[config.mk]
export PLATFORM = sky130hd
export DESIGN_NAME = dmem_arbiter
export DESIGN_NICKNAME = d
export VERILOG_FILES = /design/src/rtl/dmem_arbiter.sv
export SDC_FILE = /design/constraint.sdc
export NUM_CORES = 1
export LEC_CHECK = 0
export BUFFER_PORTS_ARGS = -buffer_cell sky130_fd_sc_hd__buf_4
export CAP_MARGIN = 20
export CORE_AREA = 2 2 120 122
export DETAILED_ROUTE_END_ITERATION = 10
export DIE_AREA = 0 0 122 124
export PLACE_DENSITY_LB_ADDON = 0.05
export SLEW_MARGIN = 10
export SYNTH_ARGS = -nofsm -noshare
export SYNTH_HDL_FRONTEND = slang
export SYNTH_SLANG_ARGS = --single-unit
export TNS_END_PERCENT = 30
[constraint.sdc]
create_clock -name clk -period 4.45 [get_ports clk]
set_clock_uncertainty 0.2 [all_clocks]
set_input_delay 0.6675 -clock clk [delete_from_list [all_inputs] [get_ports clk]]
set_output_delay 0.6675 -clock clk [all_outputs]
set_load 0.01 [all_outputs]
[src/rtl/dmem_arbiter.sv]
// Data-memory port arbiter: CPU load/store path vs UART RX write-back engine.
// Optional fairness (wait counter + starve override) enabled by DMEM_ARB_FAIRNESS_EN.
module dmem_arbiter #(
  parameter int unsigned UART_MAX_WAIT = 4
) (
  input  logic        clk,
  input  logic        reset,
  input  logic        cpu_req,
  input  logic        cpu_we,
  input  logic [31:0] cpu_addr,
  input  logic [31:0] cpu_wdata,
  input  logic [3:0]  cpu_wmask,
  output logic        cpu_stall,
  output logic [31:0] cpu_rdata,
  output logic        cpu_rvalid,
  input  logic        uart_req,
  input  logic        uart_we,
  input  logic [31:0] uart_addr,
  input  logic [31:0] uart_wdata,
  output logic        uart_gnt,
  output logic [31:0] uart_rdata,
  output logic        uart_rvalid,
  output logic        mem_en,
  output logic        mem_we,
  output logic [31:0] mem_addr,
  output logic [31:0] mem_wdata,
  output logic [3:0]  mem_wmask,
  input  logic [31:0] mem_rdata
);

  if (UART_MAX_WAIT < 1 || UART_MAX_WAIT > 15) begin : g_bad_max_wait
    $error("dmem_arbiter: UART_MAX_WAIT must be 1..15");
  end

  typedef enum logic [1:0] {
    IDLE    = 2'd0,
    RD_CPU  = 2'd1,
    RD_UART = 2'd2
  } state_e;

  typedef struct packed {
    logic        we;
    logic [31:0] addr;
    logic [31:0] wdata;
    logic [3:0]  wmask;
  } acc_t;

  state_e state_q, state_d;
  acc_t   cpu_acc, uart_acc, win;
  logic   uart_win;
  logic   starve;

  assign cpu_acc  = '{we: cpu_we,  addr: cpu_addr,  wdata: cpu_wdata,  wmask: cpu_wmask};
  assign uart_acc = '{we: uart_we, addr: uart_addr, wdata: uart_wdata, wmask: 4'hF};

`ifdef DMEM_ARB_FAIRNESS_EN
  localparam logic [3:0] MAX_W = 4'(UART_MAX_WAIT);

  logic [3:0] wait_q, wait_d;

  // Counts cycles the UART has been refused; saturates so starve stays asserted.
  always_comb begin
    wait_d = wait_q;
    if (uart_gnt)
      wait_d = 4'd0;
    else if (uart_req && wait_q != MAX_W)
      wait_d = wait_q + 4'd1;
  end

  always_ff @(posedge clk or posedge reset) begin
    if (reset) wait_q <= 4'd0;
    else       wait_q <= wait_d;
  end

  assign starve = (wait_q == MAX_W);
`else
  assign starve = 1'b0;
`endif

  always_ff @(posedge clk or posedge reset) begin
    if (reset) state_q <= IDLE;
    else       state_q <= state_d;
  end

  // IDLE outputs are combinational from the requests; reset gates them off
  // so nothing is issued while reset is held.
  always_comb begin
    state_d     = state_q;
    cpu_stall   = 1'b0;
    cpu_rdata   = '0;
    cpu_rvalid  = 1'b0;
    uart_gnt    = 1'b0;
    uart_rdata  = '0;
    uart_rvalid = 1'b0;
    mem_en      = 1'b0;
    mem_we      = 1'b0;
    mem_addr    = '0;
    mem_wdata   = '0;
    mem_wmask   = '0;
    uart_win    = 1'b0;
    win         = '0;
    if (!reset) begin
      case (state_q)
        IDLE: begin
          uart_win = uart_req && (!cpu_req || starve);
          if (uart_win) begin
            win       = uart_acc;
            uart_gnt  = 1'b1;
            cpu_stall = cpu_req;
            if (!uart_we) state_d = RD_UART;
          end else if (cpu_req) begin
            win       = cpu_acc;
            cpu_stall = !cpu_we;
            if (!cpu_we) state_d = RD_CPU;
          end
          if (uart_win || cpu_req) begin
            mem_en    = 1'b1;
            mem_we    = win.we;
            mem_addr  = win.addr & ~32'h3;
            mem_wdata = win.wdata;
            mem_wmask = win.wmask;
          end
        end
        RD_CPU: begin
          cpu_rvalid = 1'b1;
          cpu_rdata  = mem_rdata;
          state_d    = IDLE;
        end
        RD_UART: begin
          uart_rvalid = 1'b1;
          uart_rdata  = mem_rdata;
          cpu_stall   = cpu_req;
          state_d     = IDLE;
        end
        default: state_d = IDLE;
      endcase
    end
  end

endmodule
### Word level (Yosys, flattened, before mapping)

Index checks and enable logic that the tools add are counted.

| operators by class | value |
|---|---|
| bitwise operators | 1 |
| equal/unequal tests | 5 |
| reductions and logical operators | 6 |
| muxes and demuxes | 37 |

Operators with widths:

| operator | number |
|---|---|
| 32-bit 2-to-1 mux | 10 |
| 69-bit 2-to-1 mux | 2 |
| 1-bit 2-to-1 mux | 16 |
| 4-bit 2-to-1 mux | 3 |
| 2-bit 2-to-1 mux | 5 |
| 3-bit != test (second input constant) | 3 |
| 4-bit AND reduction | 1 |
| 2-bit by 1-bit == test with 1-bit output (second input constant) | 1 |
| 2-bit == test (second input constant) | 1 |
| 1-bit zero test | 2 |
| 2-bit zero test | 1 |
| 1-bit one-hot mux with 2 select lines | 1 |
| 1-bit logical AND | 1 |
| 1-bit logical OR | 1 |
| 1-bit NOT | 1 |

| word-level totals | value |
|---|---|
| input bits | 170 |
| word-level logic and storage cells | 50 |
| register bits after elaboration | 2 |

### Longest topological paths before layout

Gate-level depths: netlist of run 1.

| logic depth | value |
|---|---|
| depth after elaboration | 6 |
| depth in mapped cells | 5 |
| depth with buffers taken out | 2 |

### Least setup slack after synthesis of run 1

Ideal clock, no wire load.

| timing | value |
|---|---|
| path type | input to output |
| from | input reset |
| to | output mem_wdata[16] |
| stages | 5 |
| setup slack | 1,984 ps |
| data arrival time | 1,599 ps |
| path buffers | 3 |
| cells stage by stage | or3_1 -> buf_2 -> buf_6 -> buf_6 -> a21oi_1 |

| between the ends | value |
|---|---|
| word-level cells in the longest chain between the ends | 1 |

RTL lines:

| item | RTL line | text |
|---|---|---|
| from (decl) | 7 | `input logic reset,` |
| 32-bit 2-to-1 mux | 102 | `if (!reset) begin` |
| to (decl) | 26 | `output logic [31:0] mem_wdata,` |

No other way between the ends.

### Final worst setup path of run 1

| timing | value |
|---|---|
| from | input reset |
| to | output mem_addr[7] |

| between the ends | value |
|---|---|
| word-level cells in the longest chain between the ends | 1 |

RTL lines:

| item | RTL line | text |
|---|---|---|
| 32-bit 2-to-1 mux | 102 |  |
| to (decl) | 25 | `output logic [31:0] mem_addr,` |

No other way between the ends.

==> results.txt, run 1 <==
Power Density = 122 nW/um^2
CP Capture Type = output port
Clk Tree Root Cell = clkbuf_16
Status = finished clean
Final setup fails = 0
Seq cells post-synth = 2
Cell variety after synth = 20
Post-CTS Hold Buffers = 0
Count of pins over their slew limit = 0
Largest regs = state_q x2
Final Wtd Congestion = 0.739
H-tree depth = 1
Number of remaining DRC errors = 0
Peak fanout along the critical path = 48
Remaining antenna violation count after routing = 0
First-pass DRT Iterations = 4
Largest cells by area after synthesis = nand3b_1, and2_1, a21oi_1
Starting Density = 12.9%
Top Metal Used = met4
Reg with most FFs = state_q
Yosys warnings = 0
Clock Path Buffers = 2
Register area share after synthesis = 2.83%
Psw = 0.180 mW
Leak = 2.17 nW
Vias in the first global route = 2,859
Switching share of power = 34.9%
Reg2Reg Setup Slack = 3060 ps
Layout fillers = 1,538
Tcrit/Tclk final = 72.8%
Worst setup SP type = input pin
Multi-input gate area = 1560 um^2
Class of the worst hold path = input pin to async pin
Setup Fix Bufs, Post-CTS = 0
Total Wirelength = 10.5 mm
CP Class = input pin to output port
Register area = 50.0 um^2
Int Power = 0.336 mW
Diode count = 0
First-pass GRT wire length = 14.3 mm
Layout cell share with drive strength beyond 1 = 53.1%
Antenna violations before repair = 0
Largest net degree at the start of global routing = 94
Die extent in x = 122 um
Post-cts sizing count = 0
Non-Filler Instances = 768
FF-to-FF End = state_q[1]
PortBufs = 301
Final Critical Period = 3240 ps
Combinational Power Share = 69.3%
FF-to-FF path depth = 2
DR WL met3 = 985 um
Clock Latency Late Sink = 220 ps
Worst Path Required = 3580 ps
Vias = 3,164
Sequential power share = 4.2%
Top-area cell type share of the netlist area = 26.8%
Std-Cell Rows = 43
Max_cap viols = 0
Die Ht = 124 um
Nets@finish = 760
Clock slew at reported path FFs = 30 ps
GRT Resource Usage Total = 11.7%
Clock Sink Count = 2
Post-detailed-placement half-perimeter wirelength = 8.12 mm
Ports = 308
RR Startpoint = state_q[1]
Max FFs per register = 2
Post-Syn Area = 1770 um^2
Wire per inst = 13.6 um
CTS tree = done
Worst slew margin = 37.0%
Number of DRC markers in iteration 0 = 109
TritonCTS Buffers = 3
Syn Area/Cell = 5.59 um^2
Met1 WL = 3.61 mm
Total grt overflow = 0
Synth area leader = nand3b_1
Clock power share = 26.4%
Core area = 13,700 um^2
Die area = 15,100 um^2
Post-Syn Instances = 316
Maximum clock frequency = 0.309 GHz
Layout area overhead = 139%
Vias/cell = 4.12
DR WL met2 = 5.80 mm
Placed Cells = 765
Final Hold Viols = 0
Maximum VDD drop = 80.0 uV
CP arrival = 2370 ps
Worst slew pin tran = 945 ps
Setup TNS = 0 ps
RSZ-0062 raised after global routing = no
-- worst max-delay path, stage by stage --
cell and delay, ps:
buf_4 140, or3_2 860, buf_4 380, a21oi_1 160, buf_4 150
-- worst max path at each step --
stage	depth (start not counted)	start	end
6_report	5	reset	mem_addr[7]
5_1_grt	5	reset	mem_addr[13]
4_1_cts	5	reset	mem_addr[11]
3_5_place_dp	5	reset	mem_addr[11]
3_3_place_gp	5	reset	mem_addr[8]
2_1_floorplan	5	reset	mem_wdata[16]
-- Yosys cell counts (all sizes together) --
cell    instances
a21oi          68
and2           64
buf            12
clkbuf         25
conb            1
dfrtp           2
inv             2
nand2          68
nand2b          1
nand3b         63
nor2            3
nor3b           2
o22ai           1
o31ai           1
or3             1
or3b            1
or4             1
-- layout by cell type (no fill, tap or decap) --
cell type,instances
a21oi_1,68
and2_1,64
buf_12,1
buf_4,304
clkbuf_16,3
conb_1,2
dfrtp_1,2
inv_1,2
nand2_1,68
nand2b_1,1
nand3b_1,63
nor2_1,3
nor3b_2,2
o22ai_1,1
o31ai_1,1
or3_2,1
or3b_2,1
or4_1,1
-- cells by family (layout without fill, tap and decap cells) --
logic type / Yosys count / count (layout) / synth area share [%]
buffers and inverters: 39 / 310 / 9.91
and+or+nand+nor: 204 / 204 / 67.0
DFF: 2 / 2 / 2.83
other: 1 / 2 / 0.212
AOI/OAI and AO/OA: 70 / 70 / 20.0
-- metrics by stage --
step                total power [mW]  instance area [um^2]  setup slack [ps]  hold slack (ps)  util (%)
CTS                            0.525                  4220              1170              156      30.7
global route                   0.554                  4220              1070              167      30.7
global placement               0.384                  4140              1200              350      30.2
detailed placement             0.385                  4140              1170              364      30.2
floorplan                      0.166                  1770              1980              217         -
finish                         0.516                  4220              1210              156      30.7
-- power groups by stage --
| stage | combinational, mW | sequential, mW | clock [mW] |
|---|---|---|---|
| after floorplan | 0.145 | 0.0211 | 0 |
| after global placement | 0.362 | 0.0217 | 0 |
| after detailed placement | 0.363 | 0.0218 | 0 |
| after CTS | 0.365 | 0.0218 | 0.138 |
| after global routing | 0.392 | 0.0220 | 0.140 |
| final | 0.358 | 0.0217 | 0.136 |
-- final cells by class --
class	count	area share, %
multi-input combinational	276	36.9
clock buffer	3	1.78
sequential	2	1.19
tap	180	5.34
timing repair buffer	305	54.6
inverter	2	0.178
-- metal layers --
metal	vias up	GRT usage, %
met5	-	0
met2	155	24.2
met4	0	0.862
li1	1592	-
met1	1413	12.4
met3	4	2.75
Note: power is estimated with default switching activity, not from simulation.
==> inputs of run 2 (changes only) <==
clock period = 2.9 ns   (was 4.45 ns; I/O delays follow)
==> run 2 against run 1 <==
Net effect:
- non-clock buffer count up 5
- first-iteration DRC count increased by 29%
- setup slack worse by 800 ps
- clock-buffer cell count unchanged
- via count grew 0.57%
- worst hold slack better by 68 ps
- critical path depth down 1
- sequential cell count unchanged
- wire length fell by 0.47%
- global-route usage is essentially flat
==> results.txt, run 2 (synthesis gave the netlist of run 1 again) <==
Std-Cell Rows = 43 (unchanged)
CP arrival = 1860 ps (-510 ps)
Clock Path Buffers = 2 (unchanged)
PortBufs = 301 (unchanged)
Clock Latency Late Sink = 220 ps (about the same)
Pwr Total = 0.795 mW (+54%)
Die extent in x = 122 um (unchanged)
First-pass GRT wire length = 14.2 mm (-0.53%)
First-pass DRT Iterations = 4 (unchanged)
Crit path to = mem_addr[23]
Die Ht = 124 um (unchanged)
Critical path, cell by cell = or3_2, buf_4, a21oi_1, buf_4
CP Class = flip-flop to output port
Maximum VDD drop = 129 uV (+62%)
Reg2Reg Setup Slack = 1510 ps (-1550 ps)
RSZ-0062 raised after global routing = no
Final Critical Period = 2490 ps
Int Power = 0.522 mW (+55%)
Leak = 2.20 nW (+1.3%)
Placement Cell Area = 4180 um^2 (+1.0%)
FF-to-FF path depth = 2 (unchanged)
Starting Density = 12.9% (unchanged)
Core area = 13,700 um^2 (unchanged)
FF-to-FF End = state_q[0]
Final Hold Viols = 0 (unchanged)
Most used cell, CP = buf_4
TritonCTS Buffers = 3 (unchanged)
Largest net degree at the start of global routing = 81 (-14%)
Peak fanout along the critical path = 47 (-2.1%)
Nets@finish = 765 (+0.66%)
Final setup fails = 0 (unchanged)
Tcrit/Tclk final = 85.9%
Slowest-stage cell, CP = or3_2
Vias in the first global route = 2,768 (-3.2%)
Clk Tree Root Cell = clkbuf_16
Setup Fix Bufs, Post-CTS = 0 (unchanged)
Layout fillers = 1,528 (-0.65%)
Wire per inst = 13.5 um (-1.1%)
Power Density = 186 nW/um^2 (+52%)
GRT Resource Usage Total = 11.7% (about the same)
Total Wirelength = 10.4 mm (-0.47%)
Final Instance Area = 4270 um^2 (+1.2%)
Worst setup SP type = flip-flop
Worst slew pin tran = 508 ps (-437 ps)
Clock power share = 25.9% (-0.5 points)
Number of remaining DRC errors = 0 (unchanged)
Number of DRC markers in iteration 0 = 141 (+29%)
Count of pins over their slew limit = 0 (unchanged)
Total grt overflow = 0 (unchanged)
Clock slew at reported path FFs = 30 ps (about the same)
Post-detailed-placement half-perimeter wirelength = 8.26 mm (+1.7%)
Combinational Power Share = 69.9% (+0.6 points)
Die area = 15,100 um^2 (unchanged)
Worst Path Required = 2270 ps (-1310 ps)
Critical path startpoint = state_q[1]
Ports = 308 (unchanged)
Clock Sink Count = 2 (unchanged)
Largest regs = state_q x2
Remaining antenna violation count after routing = 0 (unchanged)
Crit. path cell count = 4 (-1)
Most common cell after layout, fill and taps aside = buf_4
Layout cell share with drive strength beyond 1 = 53.3% (+0.23 points)
Peak per-stage delay on the critical path = 510 ps (-350 ps)
Non-Filler Instances = 773 (+0.65%)
Layout area overhead = 142%
Switching share of power = 34.4% (-0.49 points)
Worst slew margin = 66.1% (+29 points)
Reg with most FFs = state_q
Maximum clock frequency = 0.401 GHz
Vias/cell = 4.12 (about the same)
RR Startpoint = state_q[0]
Max FFs per register = 2 (unchanged)
Class of the worst hold path = input pin to flip-flop
Critical path's top delay family = simple AND/OR/NAND/NOR gates
Antenna violations before repair = 0 (unchanged)
Most frequent cells in the layout = buf_4, nand2_1, a21oi_1, and2_1, nand3b_1
Max_cap viols = 0 (unchanged)
Setup TNS = 0 ps (unchanged)
Placed Cells = 769 (+0.52%)
Psw = 0.274 mW (+52%)
Final Wtd Congestion = 0.757 (+2.4%)
Diode count = 0 (unchanged)
CTS tree = done
Sequential power share = 4.2% (about the same)
WP buf/inv = 2 (-1)
Vias = 3,182 (+0.57%)
Status = finished clean
CP Capture Type = output port
H-tree depth = 1 (unchanged)
[run 2: changes by cell type in the layout (fill, tap and decap cells not counted)]
| cell | before | now |
|---|---|---|
| buf_4 | 304 | 307 |
| buf_12 | 1 | 2 |
| dlygate4sd3_1 | 0 | 1 |
[run 2: worst min-delay path by stage]
stage / startpoint / end / slack (ps) / depth (start not counted)
after floorplan: reset / state_q[0] / -20 / 1
after global placement: reset / state_q[0] / 140 / 2
after detailed placement: reset / state_q[0] / 150 / 2
after CTS: cpu_we / state_q[0] / 220 / 2
after global routing: cpu_we / state_q[0] / 220 / 2
final: cpu_we / state_q[0] / 220 / 2
[run 2: layout make-up]
cell class	count	area, um^2	share of cell area [%]
clock buffer	3	75.1	1.76
multi-input combinational	276	1560	36.5
tap	180	225	5.28
timing repair buffer	310	2350	55.2
inverter	2	7.51	0.176
sequential	2	50.0	1.17
[run 2: per-layer routing]
metal	share of wire (%)	track usage, %	wire length (um)
met1	35	12.2	3680
met2	55	23.7	5690
met3	8.6	3.11	899
met4	1.3	1.80	135
met5	0	0	0
[run 2: per-stage QoR]
step,setup slack (ps),util (%),hold WS (ps)
floorplan,899,-,-15.3
global placement,473,30.5,144
detailed placement,489,30.5,151
CTS,371,31.1,223
global route,339,31.1,225
finish,409,31.1,224
[run 2: worst register-to-register path, delay by kind of cell, from the launching register on]
kind | cells | cell delay (ps)
flip-flops | 1 | 420
AND/OR/NAND/NOR | 1 | 470
AO/OA/AOI/OAI | 1 | 210
[run 2: timing repair]
action                    4_1_cts  5_1_grt
hold buffers                    1        0
gates resized for setup         0        0
hold endpoints to repair        2        0
[run 2: power groups by stage]
| stage | registers, mW | clock network, mW | logic (mW) |
|---|---|---|---|
| after floorplan | 0.0323 | 0 | 0.222 |
| after global placement | 0.0334 | 0 | 0.562 |
| after detailed placement | 0.0333 | 0 | 0.564 |
| after CTS | 0.0330 | 0.210 | 0.566 |
| after global routing | 0.0335 | 0.214 | 0.608 |
| final | 0.0333 | 0.206 | 0.556 |
==> inputs of run 3 (changes only) <==
ABC_AREA = 1   (was not set)
CORE_AREA = 2 2 118 120   (was 2 2 120 122)
DIE_AREA = 0 0 120 122   (was 0 0 122 124)
SLEW_MARGIN = not set   (was 10)
==> run 3 against run 2 <==
Net effect:
- utilization fell by 1.4 points
- critical path depth unchanged
- clock power rose by 2%
- total power is 48% higher
- worst hold slack improved by 95 ps
- die area fell by 3.2%
- setup slack improved by 55 ps
- synthesized area shrank 11%
- non-clock buffer count fell by 3
- register-to-register slack better by 80 ps
- wire length fell by 1.2%
- critical endpoint is now mem_en
- largest cell class unchanged
- highest routed layer unchanged
==> results.txt, run 3 <==
Max_cap viols = 0 (unchanged)
Peak per-stage delay on the critical path = 770 ps (+260 ps)
First-pass DRT Iterations = 4 (unchanged)
Starting Density = 11.6% (-1.2 points)
Worst slew pin tran = 891 ps (+383 ps)
Clock slew at reported path FFs = 30 ps (about the same)
Fraction of registers with async set/reset = 100% (unchanged)
Register area = 50.0 um^2 (unchanged)
Largest cells by area after synthesis = nand2_1, a21oi_1, nor2_1
GRT Resource Usage Total = 12.7% (+0.94 points)
Placed Cells = 814 (+5.9%)
Cell variety after synth = 15 (-25%)
Final setup fails = 0 (unchanged)
Vias = 3,152 (-0.94%)
Multi-input gate area = 1170 um^2 (-25%)
RR Startpoint = state_q[1]
Ports = 308 (unchanged)
Post-Syn Instances = 354 (+12%)
Clock Sink Count = 2 (unchanged)
Setup TNS = 0 ps (unchanged)
Tcrit/Tclk final = 84.0% (-1.9 points)
Clock Path Buffers = 2 (unchanged)
Peak fanout along the critical path = 51 (+8.5%)
Max FFs per register = 2 (unchanged)
Layout fillers = 1,514 (-0.92%)
CP Capture Type = output port
Total grt overflow = 0 (unchanged)
Min-delay src = state_q[0]
FF-to-FF End = state_q[0]
Count of pins over their slew limit = 0 (unchanged)
Reg with most FFs = state_q
Placement Cell Area = 3920 um^2 (-6.2%)
CP Class = input pin to output port
Clk Tree Root Cell = clkbuf_16
Final setup margin = 463 ps (+54.5 ps)
EDFF count, synth = 0 (unchanged)
Post-detailed-placement half-perimeter wirelength = 8.15 mm (-1.3%)
H-tree depth = 1 (unchanged)
Final Wtd Congestion = 0.721 (-4.8%)
FF-to-FF path depth = 5 (+3)
Syn Area/Cell = 4.44 um^2 (-21%)
Slowest-stage cell, CP = o21ai_0
Min Hold Slack = 319 ps (+95.2 ps)
Hold Crit Depth = 2 (unchanged)
Leak = 2.36 nW (+7.3%)
Status = finished clean
Most frequent cells in the layout = buf_4, nand2_1, nor2_1, a21oi_1, inv_1
Die Ht = 122 um (-1.6%)
Maximum VDD drop = 136 uV (+5.6%)
Antenna violations before repair = 0 (unchanged)
Worst Path Required = 2270 ps (about the same)
Remaining antenna violation count after routing = 0 (unchanged)
Post-Syn Area = 1570 um^2 (-11%)
Top cells by count, synth = nand2_1, nor2_1, a21oi_1
Most common cell in the synthesized netlist = nand2_1
Largest net degree at the start of global routing = 65 (-20%)
Non-Filler Instances = 818 (+5.8%)
Reg2Reg Setup Slack = 1590 ps (+80 ps)
TritonCTS Buffers = 3 (unchanged)
Die area = 14,600 um^2 (-3.2%)
Most used cell, CP = buf_4
Yosys warnings = 0 (unchanged)
Final core occ = 29.7% (-1.4 points)
Number of DRC markers in iteration 0 = 102 (-28%)
Clock Latency Late Sink = 220 ps (about the same)
Wire per inst = 12.6 um (-6.6%)
Worst Hold End = state_q[0]
Most common cell after layout, fill and taps aside = buf_4
Layout area overhead = 155%
Vias/cell = 3.85 (-6.4%)
Largest regs = state_q x2
Final Critical Period = 2440 ps (-54.5 ps)
Synth Flop Type = dfrtp_1
Power Density = 294 nW/um^2 (+58%)
Final Instance Area = 4010 um^2 (-6.1%)
Core area = 13,500 um^2 (-1.6%)
CTS tree = done
Nets@finish = 810 (+5.9%)
Synth area leader = nand2_1
Post-cts sizing count = 0 (unchanged)
Vias in the first global route = 2,998 (+8.3%)
CP arrival = 1800 ps (-60 ps)
Number of remaining DRC errors = 0 (unchanged)
Layout cell share with drive strength beyond 1 = 49.1% (-4.2 points)
Class of the worst hold path = flip-flop to flip-flop
Register area share after synthesis = 3.19% (+0.35 points)
Worst setup SP type = input pin
Total Wirelength = 10.3 mm (-1.2%)
Final Hold Viols = 0 (unchanged)
Top-area cell type share of the netlist area = 31.6% (+4.8 points)
RSZ-0062 raised after global routing = no
Seq cells post-synth = 2 (unchanged)
First-pass GRT wire length = 15.0 mm (+5.3%)
Pwr Total = 1.18 mW (+48%)
Critical path, cell by cell = buf_4, o21ai_0, inv_1, buf_4
Die extent in x = 120 um (-1.6%)
PortBufs = 301 (unchanged)
Pre-CTS WS = 418 ps (-71.3 ps)
Std-Cell Rows = 43 (unchanged)
Maximum clock frequency = 0.410 GHz (+2.2%)
Diode count = 0 (unchanged)
Worst slew margin = 40.0% (-26 points)
==> run 3: report_power, final <==
group	internal (mW)	total (mW)	leakage [nW]	switching, mW
sequential	0.0358	0.0460	0.0263	0.0102
combinational	0.454	0.921	2.30	0.467
clock	0.176	0.210	0.0370	0.0345
total	0.666	1.18	2.36	0.511
==> run 3: worst max-delay path, delay by kind of cell <==
family | cells | cell delay [ps]
compound gates | 1 | 770
buf+inv | 3 | 580
==> run 3: area by class of cell <==
| type | count | share of cell area, % |
|---|---|---|
| well taps | 180 | 5.62 |
| flip-flops and latches | 2 | 1.25 |
| clock buffers | 3 | 1.87 |
| repair buffers | 307 | 58.2 |
| multi-input cells | 284 | 29.1 |
| inverters | 42 | 3.93 |
==> run 3: what timing repair did <==
| item | CTS | global route |
|---|---|---|
| setup buffers | 0 | 0 |
| endpoints found under the hold margin | 2 | 0 |
| setup endpoints to repair | 0 | 0 |
| hold buffers | 1 | 0 |
==> run 3: worst max path at each step <==
stage               startpoint  cells past startpoint             to
finish                 cpu_req                      4         mem_en
global route           cpu_req                      4   mem_wmask[3]
CTS                    cpu_req                      4         mem_en
detailed placement     cpu_req                      4         mem_en
global placement       cpu_req                      4         mem_en
floorplan                reset                      6  mem_wdata[22]
==> run 3: logic make-up (layout without fill, tap and decap cells) <==
logic type | count (synthesis) | count (layout) | synth area share [%]
other cells | 1 | 2 | 0.239
simple gates | 217 | 217 | 53.1
flops | 2 | 2 | 3.19
buf+inv | 69 | 352 | 22.7
compound gates | 65 | 65 | 20.7
==> run 3: layer usage <==
metal	share of wire [%]	global-route usage, %	up-vias
li1	-	-	1633
met4	1.2	2.65	0
met2	55	26.2	155
met1	34	12.6	1355
met3	9.3	2.90	9
met5	0	0	-
